`config.mk`:
```
export PLATFORM = sky130hd
export DESIGN_NAME = cpu_ctrl_fsm
export DESIGN_NICKNAME = d
export VERILOG_FILES = /design/src/rtl/cpu_ctrl_pkg.sv /design/src/rtl/ctrl_wait_cnt.sv /design/src/rtl/cpu_ctrl_fsm.sv
export SDC_FILE = /design/constraint.sdc
export NUM_CORES = 1
export LEC_CHECK = 0
export CAP_MARGIN = 10
export CORE_UTILIZATION = 30
export CTS_BUF_LIST = sky130_fd_sc_hd__clkbuf_8 sky130_fd_sc_hd__clkbuf_16
export CTS_CLUSTER_DIAMETER = 80
export CTS_CLUSTER_SIZE = 40
export DETAILED_ROUTE_END_ITERATION = 6
export SYNTH_ARGS = -nofsm -noshare
export SYNTH_HDL_FRONTEND = slang
export SYNTH_HIERARCHICAL = 1
export SYNTH_SLANG_ARGS = --single-unit
```
`constraint.sdc`:
```
create_clock -name clk -period 7 [get_ports clk]
set_input_delay 1.4 -clock clk [delete_from_list [all_inputs] [get_ports clk]]
set_output_delay 1.4 -clock clk [all_outputs]
set_load 0.02 [all_outputs]
```
`src/rtl/cpu_ctrl_pkg.sv`:
```
// Shared opcode and state encodings for the CPU control FSM, plus helpers that
// classify states by the memory they touch.
package cpu_ctrl_pkg;

   localparam logic [2:0] OP_NOP = 3'd0;
   localparam logic [2:0] OP_LDO = 3'd1;
   localparam logic [2:0] OP_LDA = 3'd2;
   localparam logic [2:0] OP_STO = 3'd3;
   localparam logic [2:0] OP_PRE = 3'd4;
   localparam logic [2:0] OP_ADD = 3'd5;
   localparam logic [2:0] OP_LDM = 3'd6;
   localparam logic [2:0] OP_HLT = 3'd7;

   typedef enum logic [3:0] {
      S_F0   = 4'd0,
      S_F1   = 4'd1,
      S_HALT = 4'd2,
      S_O0   = 4'd3,
      S_O1   = 4'd4,
      S_LD   = 4'd5,
      S_LDW  = 4'd6,
      S_ST0  = 4'd7,
      S_ST1  = 4'd8,
      S_AL0  = 4'd9,
      S_AL1  = 4'd10,
      S_LM0  = 4'd11,
      S_LM1  = 4'd12,
      S_IDLE = 4'hF
   } state_e;

   // RAM-side states; these take RAM_WAIT instead of ROM_WAIT on entry.
   function automatic logic is_ram_state(state_e s, logic [2:0] ir);
      return (s == S_ST1) || ((s == S_LD) && (ir == OP_LDA));
   endfunction

   function automatic logic is_mem_state(state_e s, logic [2:0] ir);
      return (s == S_F0) || (s == S_F1) || (s == S_O0) || (s == S_O1) ||
             (s == S_LM0) || (s == S_LD) || is_ram_state(s, ir);
   endfunction

endpackage

```
`src/rtl/ctrl_wait_cnt.sv`:
```
// Memory wait-state counter: loads on state entry, counts down to zero and
// sticks there.
module ctrl_wait_cnt #(
   parameter int WCW = 4
) (
   input  logic           clk,
   input  logic           rst,
   input  logic           load,
   input  logic [WCW-1:0] value,
   output logic           zero
);

   logic [WCW-1:0] count_q, count_d;

   always_comb begin
      count_d = count_q;
      if (load)
         count_d = value;
      else if (count_q != '0)
         count_d = count_q - WCW'(1);
   end

   always_ff @(posedge clk or posedge rst) begin
      if (rst) count_q <= '0;
      else     count_q <= count_d;
   end

   assign zero = (count_q == '0);

endmodule

```
`src/rtl/cpu_ctrl_fsm.sv`:
```
// Multi-cycle CPU control sequencer: fetch/decode/execute states with
// parameterised ROM/RAM wait states and a HALT/resume handshake.
module cpu_ctrl_fsm
   import cpu_ctrl_pkg::*;
#(
   parameter int OPW      = 3,
   parameter int ROM_WAIT = 0,
   parameter int RAM_WAIT = 0,
   parameter int WCW      = 4
) (
   input  logic           clk,
   input  logic           rst,
   input  logic [OPW-1:0] ins,
   input  logic           mem_rdy,
   input  logic           resume,
   output logic           write_r,
   output logic           read_r,
   output logic           PC_en,
   output logic           ac_ena,
   output logic           ram_ena,
   output logic           rom_ena,
   output logic           ram_write,
   output logic           ram_read,
   output logic           rom_read,
   output logic           ad_sel,
   output logic [1:0]     fetch,
   output logic           halted,
   output logic           illegal,
   output logic [3:0]     state_o
);

   state_e         state_q, state_d;
   logic [2:0]     ir_q, ir_d;
   logic           adv, mem_state, illegal_op;
   logic           cnt_zero, cnt_load;
   logic [WCW-1:0] cnt_value;
   logic           pc_req, wr_req, ramw_req;

   assign illegal_op = (ins >> 3) != '0;

   // Enables are held for the whole state; the *_req pulses are gated by adv.
   always_comb begin
      read_r = 1'b0; ac_ena = 1'b0; ram_ena = 1'b0; rom_ena = 1'b0;
      ram_read = 1'b0; rom_read = 1'b0; ad_sel = 1'b0; fetch = 2'b00;
      pc_req = 1'b0; wr_req = 1'b0; ramw_req = 1'b0;
      case (state_q)
         S_F0:  begin rom_ena = 1'b1; rom_read = 1'b1; fetch = 2'b01; end
         S_F1:  begin rom_ena = 1'b1; rom_read = 1'b1; pc_req = 1'b1; end
         S_O0:  begin ac_ena = 1'b1; rom_ena = 1'b1; rom_read = 1'b1; fetch = 2'b10; end
         S_O1:  begin
            ac_ena = 1'b1; rom_ena = 1'b1; rom_read = 1'b1; pc_req = 1'b1; fetch = 2'b10;
         end
         S_LD:  begin
            if (ir_q == OP_LDO) begin
               wr_req = 1'b1; ac_ena = 1'b1; rom_ena = 1'b1; rom_read = 1'b1;
               ad_sel = 1'b1; fetch = 2'b01;
            end else if (ir_q == OP_LDA) begin
               wr_req = 1'b1; ac_ena = 1'b1; ram_ena = 1'b1; ram_read = 1'b1;
               ad_sel = 1'b1; fetch = 2'b01;
            end
         end
         S_ST0: read_r = 1'b1;
         S_ST1: begin read_r = 1'b1; ram_ena = 1'b1; ramw_req = 1'b1; ad_sel = 1'b1; end
         S_AL0: begin read_r = 1'b1; ac_ena = 1'b1; end
         S_AL1: read_r = 1'b1;
         S_LM0: begin wr_req = 1'b1; ac_ena = 1'b1; rom_ena = 1'b1; rom_read = 1'b1; end
         default: ;
      endcase
   end

   assign mem_state = rom_read | ram_ena;
   assign adv       = mem_state ? (cnt_zero & mem_rdy) : 1'b1;
   assign PC_en     = pc_req & adv;
   assign write_r   = wr_req & adv;
   assign ram_write = ramw_req & adv;

   always_comb begin
      state_d = state_q;
      ir_d    = ir_q;
      illegal = 1'b0;
      if (adv) begin
         case (state_q)
            S_IDLE: state_d = S_F0;
            S_F0:   state_d = S_F1;
            S_F1: begin
               ir_d = ins[2:0];
               if (illegal_op) begin
                  illegal = 1'b1;
                  state_d = S_F0;
               end else begin
                  case (ins[2:0])
                     OP_NOP:         state_d = S_F0;
                     OP_HLT:         state_d = S_HALT;
                     OP_PRE, OP_ADD: state_d = S_AL0;
                     OP_LDM:         state_d = S_LM0;
                     default:        state_d = S_O0;
                  endcase
               end
            end
            S_HALT: if (resume) state_d = S_F0;
            S_O0:   state_d = S_O1;
            S_O1:   state_d = (ir_q == OP_STO) ? S_ST0 : S_LD;
            S_LD:   state_d = S_LDW;
            S_LDW:  state_d = S_F0;
            S_ST0:  state_d = S_ST1;
            S_ST1:  state_d = S_F0;
            S_AL0:  state_d = S_AL1;
            S_AL1:  state_d = S_F0;
            S_LM0:  state_d = S_LM1;
            S_LM1:  state_d = S_F0;
            default: state_d = S_IDLE;
         endcase
      end
   end

   // Every advance out of a memory state changes state, so adv alone marks entry.
   assign cnt_load  = adv & is_mem_state(state_d, ir_d);
   assign cnt_value = is_ram_state(state_d, ir_d) ? WCW'(RAM_WAIT) : WCW'(ROM_WAIT);

   ctrl_wait_cnt #(.WCW(WCW)) u_wait_cnt (
      .clk   (clk),
      .rst   (rst),
      .load  (cnt_load),
      .value (cnt_value),
      .zero  (cnt_zero)
   );

   always_ff @(posedge clk or posedge rst) begin
      if (rst) begin
         state_q <= S_IDLE;
         ir_q    <= '0;
      end else begin
         state_q <= state_d;
         ir_q    <= ir_d;
      end
   end

   assign halted  = (state_q == S_HALT);
   assign state_o = state_q;

endmodule
```
==> results of run 1 <==
[through the flow]
step / worst slack [ns] / cells / util [%] / hold WS, ns / area, um^2
global route: 2.69 / 189 / 40.2 / 0.632 / 1340
finish: 2.75 / 189 / 40.2 / 0.600 / 1340
global placement: 2.75 / 185 / 38.9 / 0.580 / 1300
detailed placement: 2.75 / 185 / 38.9 / 0.581 / 1300
floorplan: 3.49 / 125 / - / 0.527 / 1070
CTS: 2.74 / 189 / 40.2 / 0.592 / 1340
[power breakdown]
group	switching (mW)	total, mW	internal, mW
Sequential	0.0674	0.171	0.104
Clock	0.0205	0.0587	0.0382
Combinational	0.234	0.461	0.227
[how the worst max path moves through the flow]
stage	endpoint	from	cells after the start
finish	write_r	mem_rdy	4
global route	PC_en	mem_rdy	4
CTS	ram_write	mem_rdy	4
detailed placement	ram_write	mem_rdy	4
global placement	ram_write	mem_rdy	4
floorplan	ram_write	mem_rdy	2
[critical path: stages]
cell             delay, ns
clkdlybuf4s50_1       0.48
nand2_1               0.11
nor3b_1               0.22
clkdlybuf4s50_1       0.64
[registers in the layout, indices dropped and copies added, names as in the netlist]
signal              count
u_wait_cnt/count_q      4
ir_q                    3
state_o                 4
[cell families after synthesis]
logic type | share of synthesized area, %
AO/OA/AOI/OAI | 21.9
adder cells (fa/ha/maj) | 1.19
flip-flops | 26.6
other | 0.356
AND/OR/NAND/NOR | 28.1
XOR/XNOR | 2.50
multiplexers | 11.4
buffers and inverters | 7.97
[metal layers]
layer | global-route usage [%] | vias to the layer above
li1 | - | 482
met1 | 16.2 | 454
met2 | 24.7 | 32
met3 | 1.05 | 8
met4 | 7.79 | 0
met5 | 0 | -
[cells in the final DEF, fill, tap and decap left out, drive strengths merged, types with 4 or more instances in the layout]
cell / instances
mux2: 8
inv: 8
nor3: 8
conb: 5
clkdlybuf4s50: 23
o21ai: 5
nand2: 10
dfrtp: 7
nor2: 8
a21oi: 8
dfstp: 4
[layout make-up]
cell class	instances	area, um^2
Inverter	7	26.3
Tap cell	46	57.6
Timing Repair Buffer	23	230
Multi-Input combinational cell	98	703
Clock inverter	1	3.75
Fill cell	346	1990
Clock buffer	3	41.3
Sequential cell	11	280
==> run metrics, run 1 <==
initial drt markers 75; RSZ-0062 raised after global routing no; CTS tree built; H-tree depth 1; ys async rst share 100%; clk sinks 11; Worst Tran Pin Value 0.792 ns; slew margin rel. 47.1%; initial antenna violation count 0; reg2reg start state_o[2]; hold_buf cts 0; Max Used Layer met4; first-pass GRT wire length 3860 um; Hold Path Depth 1; Final Max Slew Viols 0; met2 WL 1240 um; Remaining Overflow, GRT 0; Clock Path Buffers 2; synthesis warning total 6; total CTS buffers 3; r2r setup slk 3.87 ns; Die H 61.2 um; Worst Hold Endpoint ir_q[1]; critical path class input port to primary output; vias in the first global route 881; Worst Path Arrival 2.85 ns; DRC Markers 0; worst vdd ir 224 uV; CP startpoint kind input port; Leak Pwr 0.503 nW; register bit total from synthesis 11; DP Wirelength 1910 um; Mapped Avg Cell Area 8.70 um^2; PortBufs 23; Max Fclk 0.235 GHz; DRT antenna net count 0; Setup TNS 0 ns; First-pass DRT Iterations 4; worst r2r path cells 7; drt total wl 2440 um; worst skew pair latency 0.23 ns; cells resized by post-CTS repair 0; Starting Density 31.5%; layout overhead on the synthesized area 27.6%; PwrDens 515 nW/um^2; Post CTS Setup Buffer Count 0; Primary FF master, synth dfrtp_1; Core Footprint 3340 um^2; # setup viols final 0; Post-synth EDFFs 0; largest area contributor in the netlist dfrtp_1; ANT cells 0; Site Rows 21; top-count cell post-synth nand2_1; via count 976; top cell type's share of synthesized area 16.6%; DIE AREA 3750 um^2; share of cells above drive strength 1 18.9%; drt via density 5.16; max-cap violation count 0; GRT Resource Usage Total 13.8%; Clock Skew 0.00374 ns; crit path max fanout 4; Routed WL per cell 12.9 um; RD Place Congestion 0.844; met1 WL 1050 um; Power Total 0.691 mW; Die X-Extent 61.2 um; Nets 152; top cells by count, synth nand2_1, mux2_2, nor2_1, nor3_1; Clock Pin Slew Worst Setup and Hold Paths 0.05 ns; Fin. Hold Viols 0; worst hold path class flop to flop; Period minus WS final 4.25 ns; I/O pins 25; largest net degree at the start of global routing 24; crit path capture type primary output; most area-consuming cells after synthesis dfrtp_1, dfstp_2, mux2_2; HP Start ir_q[1]; status complete, no violations; area of the mapped netlist 1050 um^2; met3 wire len 84 um; Netlist cell types 48; post-synthesis cell count 121; Tcrit/Tclk final 60.7%; CTS root buf clkbuf_8; WP data required 5.60 ns; Seq/Total Area, Yosys 26.6%; Reg2Reg Capture Point u_wait_cnt/count_q[3]
Note: power is estimated with default switching activity, not from simulation.
==> inputs of run 2 (changes only) <==
- clock period: 7 -> 4.12 ns (I/O delays scaled with it)
==> run metrics, run 2 (synthesis results as in run 1) <==
status complete, no violations; Critical Path Sink u_wait_cnt/count_q[3]; PwrDens 874 nW/um^2; reg2reg start state_o[2]; drt via density 5.08; Worst Tran Pin Value 0.742 ns; Period minus WS final 3.29 ns; share of cells above drive strength 1 18.9%; H-tree depth 1; clk sinks 11; First-pass DRT Iterations 4; layout overhead on the synthesized area 27.6%; DIE AREA 3750 um^2; Die X-Extent 61.2 um; cells resized by post-CTS repair 0; Post CTS Setup Buffer Count 0; Clock Skew 0.000965 ns; Leak Pwr 0.503 nW; max-cap violation count 0; initial drt markers 102; RD Place Congestion 0.793; hold_ws 0.591 ns; FILL cells 345; worst r2r path cells 7; DRT antenna net count 0; Site Rows 21; Starting Density 31.5%; Reg2Reg Capture Point u_wait_cnt/count_q[3]; Clock Pin Slew Worst Setup and Hold Paths 0.05 ns; slew margin rel. 50.4%; DRC Markers 0; via count 960; Setup TNS 0 ns; Fin. Hold Viols 0; DP Area 1300 um^2; CP startpoint kind input port; Core Footprint 3340 um^2; critical path class input port to flop; worst vdd ir 333 uV; Clock Path Buffers 2; DP Wirelength 1930 um; # setup viols final 0; drt total wl 2500 um; Hold Path Depth 1; hold_buf cts 0; largest net degree at the start of global routing 24; Remaining Overflow, GRT 0; most common cell after layout, fill and taps aside clkdlybuf4s50_1; Final Max Slew Viols 0; PortBufs 23; vias in the first global route 904; Critical path origin ins[1]; I/O pins 25; crit path capture type flop; Max Fclk 0.304 GHz; Die H 61.2 um; first-pass GRT wire length 4170 um; r2r setup slk 1.07 ns; Nets 152; RSZ-0062 raised after global routing no; initial antenna violation count 0; CTS root buf clkbuf_8; ANT cells 0; worst skew pair latency 0.24 ns; GRT Resource Usage Total 15.4%; Post-Layout Inst Area 1340 um^2; commonest non-fill, non-tap cells in the layout clkdlybuf4s50_1, nand2_1; Tcrit/Tclk final 79.8%; crit path max fanout 8; total CTS buffers 3; WP data required 4.24 ns; Worst Path Arrival 3.40 ns; CTS tree built; worst hold path class flop to flop; Routed WL per cell 13.2 um
-- run 2: cell counts in the layout (fill, tap and decap cells not counted) --
No cell type changed its count.
-- run 2: metrics by stage --
stage               utilization [%]  std cells  setup slack [ns]  total power, mW
floorplan                         -        125              1.40            0.869
global placement               38.9        185             0.748             1.05
detailed placement             38.9        185             0.602             1.07
CTS                            40.2        189             0.824             1.18
global route                   40.2        189             0.694             1.28
finish                         40.2        189             0.833             1.17
-- run 2: final cells by class --
type / count / area [um^2] / area share [%]
multi-input combinational: 98 / 703 / 52.4
inverter: 7 / 26.3 / 1.96
clock inverter: 1 / 3.75 / 0.280
tap: 46 / 57.6 / 4.29
timing repair buffer: 23 / 230 / 17.1
sequential: 11 / 280 / 20.9
clock buffer: 3 / 41.3 / 3.08
-- run 2: where the power goes --
group          internal (mW)  switching, mW  total, mW
clock                 0.0654         0.0404      0.106
combinational          0.386          0.388      0.774
sequential             0.177          0.116      0.293
total                  0.628          0.545       1.17
-- run 2: worst min-delay path by stage --
stage | slack, ns | endpoint | startpoint
finish | 0.59 | ir_q[1] | ir_q[1]
detailed placement | 0.58 | ir_q[1] | ir_q[1]
global placement | 0.58 | ir_q[1] | ir_q[1]
floorplan | 0.53 | ir_q[2] | ir_q[2]
CTS | 0.59 | ir_q[1] | ir_q[1]
global route | 0.62 | ir_q[1] | ir_q[1]
-- run 2: critical path, cell delays in order --
cell             delay, ns
clkdlybuf4s50_1       0.50
nor3_1                0.22
and4bb_2              0.27
o32ai_1               0.29
mux2i_1               0.13
a2111oi_2             0.72
nor3_1                0.10
a221o_1               0.35
-- run 2: layer usage --
metal,vias to the layer above,global-route usage (%),share of wire (%)
met5,-,0,0
met4,0,6.49,0.80
met3,4,1.89,3.2
met2,23,25.6,50
met1,447,20.1,46
li1,486,-,-
==> inputs of run 3 (changes only) <==
- clock period: 4.12 -> 2.6 ns (I/O delays scaled with it)
==> run metrics, run 3 (synthesis results as in run 1) <==
met3 Resource Use GR 1.68%; register area 280 um^2; DP Wirelength 2110 um; FILL cells 354; Clock Pin Slew Worst Setup and Hold Paths 0.05 ns; Routed WL per cell 13.3 um; crit path max fanout 5; switching share of power 44.7%; Clock Skew 0.000562 ns; share of cells above drive strength 1 29.7%; initial antenna violation count 0; PortBufs 23; CP startpoint kind input port; Starting Density 31.5%; RD Place Congestion 0.850; clk sinks 11; via count 1,031; worst r2r path cells 8; Nets 167; worst vdd ir 553 uV; grt met1 use 19.8%; Tcrit/Tclk final 96.6%; CP Cell Sequence clkdlybuf4s50_1, buf_4, nand2_1, a32o_1, or2_2, a2111oi_2, buf_4, nor3_1, a221o_1; M2 GR Usage 28.6%; worst hold path class input port to asynchronous set/reset pin; critical path class input port to flop; crit path capture type flop; Setup WS pre-CTS -0.245 ns; Leak Pwr 0.674 nW; area taken by multi-input logic gates 727 um^2; I/O pins 25; r2r setup slk 0.19 ns; internal power 1.14 mW; DRT antenna net count 0; Clock Power Share 7.9%; Core Footprint 3340 um^2; Die H 61.2 um; Max Fclk 0.398 GHz; vias in the first global route 983; Fin. Hold Viols 0; Final Max Slew Viols 0; drt via density 5.05; largest net degree at the start of global routing 17; Reg2Reg Capture Point u_wait_cnt/count_q[3]; CTS tree built; total CTS buffers 3; Remaining Overflow, GRT 0; Site Rows 21; reg2reg start state_o[2]; Die X-Extent 61.2 um; most common cell after layout, fill and taps aside buf_4; Setup TNS 0 ns; RSZ-0062 raised after global routing yes; Clock Path Buffers 2; layout overhead on the synthesized area 42.3%; hold_ws 0.508 ns; register share of total power 19.1%; WP data required 2.72 ns; H-tree depth 1; Period minus WS final 2.51 ns; CTS root buf clkbuf_8; ANT cells 0; status complete, no violations; max-cap violation count 0; slowest stage cell on the critical path clkdlybuf4s50_1; DIE AREA 3750 um^2; PwrDens 1380 nW/um^2; initial drt markers 126; Comb pwr share 73.0%; first-pass GRT wire length 4490 um; Worst Path Arrival 2.63 ns; commonest non-fill, non-tap cells in the layout buf_4, clkdlybuf4s50_1, nand2_1; CP dominant cell by count buf_4; # setup viols final 0; First-pass DRT Iterations 5; drt total wl 2720 um; hold_buf cts 0; final setup margin 0.0889 ns; GRT Resource Usage Total 16.3%; worst stage delay on the critical path 0.50 ns; grt peak-use layer met2; switching power total 0.924 mW; DRC Markers 0; worst skew pair latency 0.23 ns
-- run 3: cell types whose count changed in the layout (fill, tap and decap cells not counted) --
cell / delta
nor2b_2: +2
nor3_2: +1
o32ai_2: +1
nor2b_1: -2
dlygate4sd2_1: +5
nor3_1: -1
dlymetal6s2s_1: +5
o32ai_1: -1
nor4b_1: -1
buf_12: +1
clkdlybuf4s50_1: -10
nor4b_2: +1
buf_4: +14
-- run 3: area by class of cell --
| type | instances | area share, % |
|---|---|---|
| Clock inverter | 1 | 0.251 |
| Sequential cell | 11 | 18.7 |
| Timing Repair Buffer | 38 | 24.1 |
| Multi-Input combinational cell | 98 | 48.5 |
| Inverter | 7 | 1.75 |
| Tap cell | 46 | 3.84 |
| Clock buffer | 3 | 2.76 |
-- run 3: worst max path at each step --
stage,start,end,slack [ns],cells after the start
2_1_floorplan,state_o[2],u_wait_cnt/count_q[3],0.03,9
3_3_place_gp,ins[1],u_wait_cnt/count_q[3],-0.20,9
3_5_place_dp,ins[1],u_wait_cnt/count_q[3],-0.25,9
4_1_cts,ins[0],u_wait_cnt/count_q[3],0.02,9
5_1_grt,ins[1],u_wait_cnt/count_q[3],-0.03,9
6_report,ins[1],u_wait_cnt/count_q[3],0.09,9
-- run 3: power by group through the flow --
stage | clock [mW] | combinational, mW | sequential (mW)
after floorplan | 0 | 1.00 | 0.378
after global placement | 0 | 1.43 | 0.405
after detailed placement | 0 | 1.46 | 0.412
after CTS | 0.171 | 1.50 | 0.393
after global routing | 0.177 | 1.64 | 0.409
final | 0.163 | 1.51 | 0.394
-- run 3: worst max-delay path: cells and delay by family --
kind                   cells  cell delay, ns
AO/OA/AOI/OAI              3            0.88
buffers and inverters      3            0.83
AND/OR/NAND/NOR            3            0.38
-- run 3: layer usage --
metal	part of all wire [%]	vias up
met5	0	-
met4	1.7	0
met3	3.2	4
met2	50	23
met1	45	492
li1	-	512
-- run 3: stage by stage --
step | utilization (%) | instance area (um^2) | std cells | power, mW
final | 44.9 | 1500 | 204 | 2.07
after detailed placement | 42.0 | 1400 | 198 | 1.87
after global placement | 42.0 | 1400 | 198 | 1.83
after CTS | 44.1 | 1470 | 204 | 2.06
after global routing | 44.9 | 1500 | 204 | 2.23
after floorplan | - | 1070 | 125 | 1.38
-- run 3: repair_timing --
item                                    CTS  global route
endpoints found under the setup margin    8             8
buffers inserted                          2             0
pin swaps                                 1             1
resized for setup                         6             8
endpoints found under the hold margin     0             0
gates cloned                              0             0
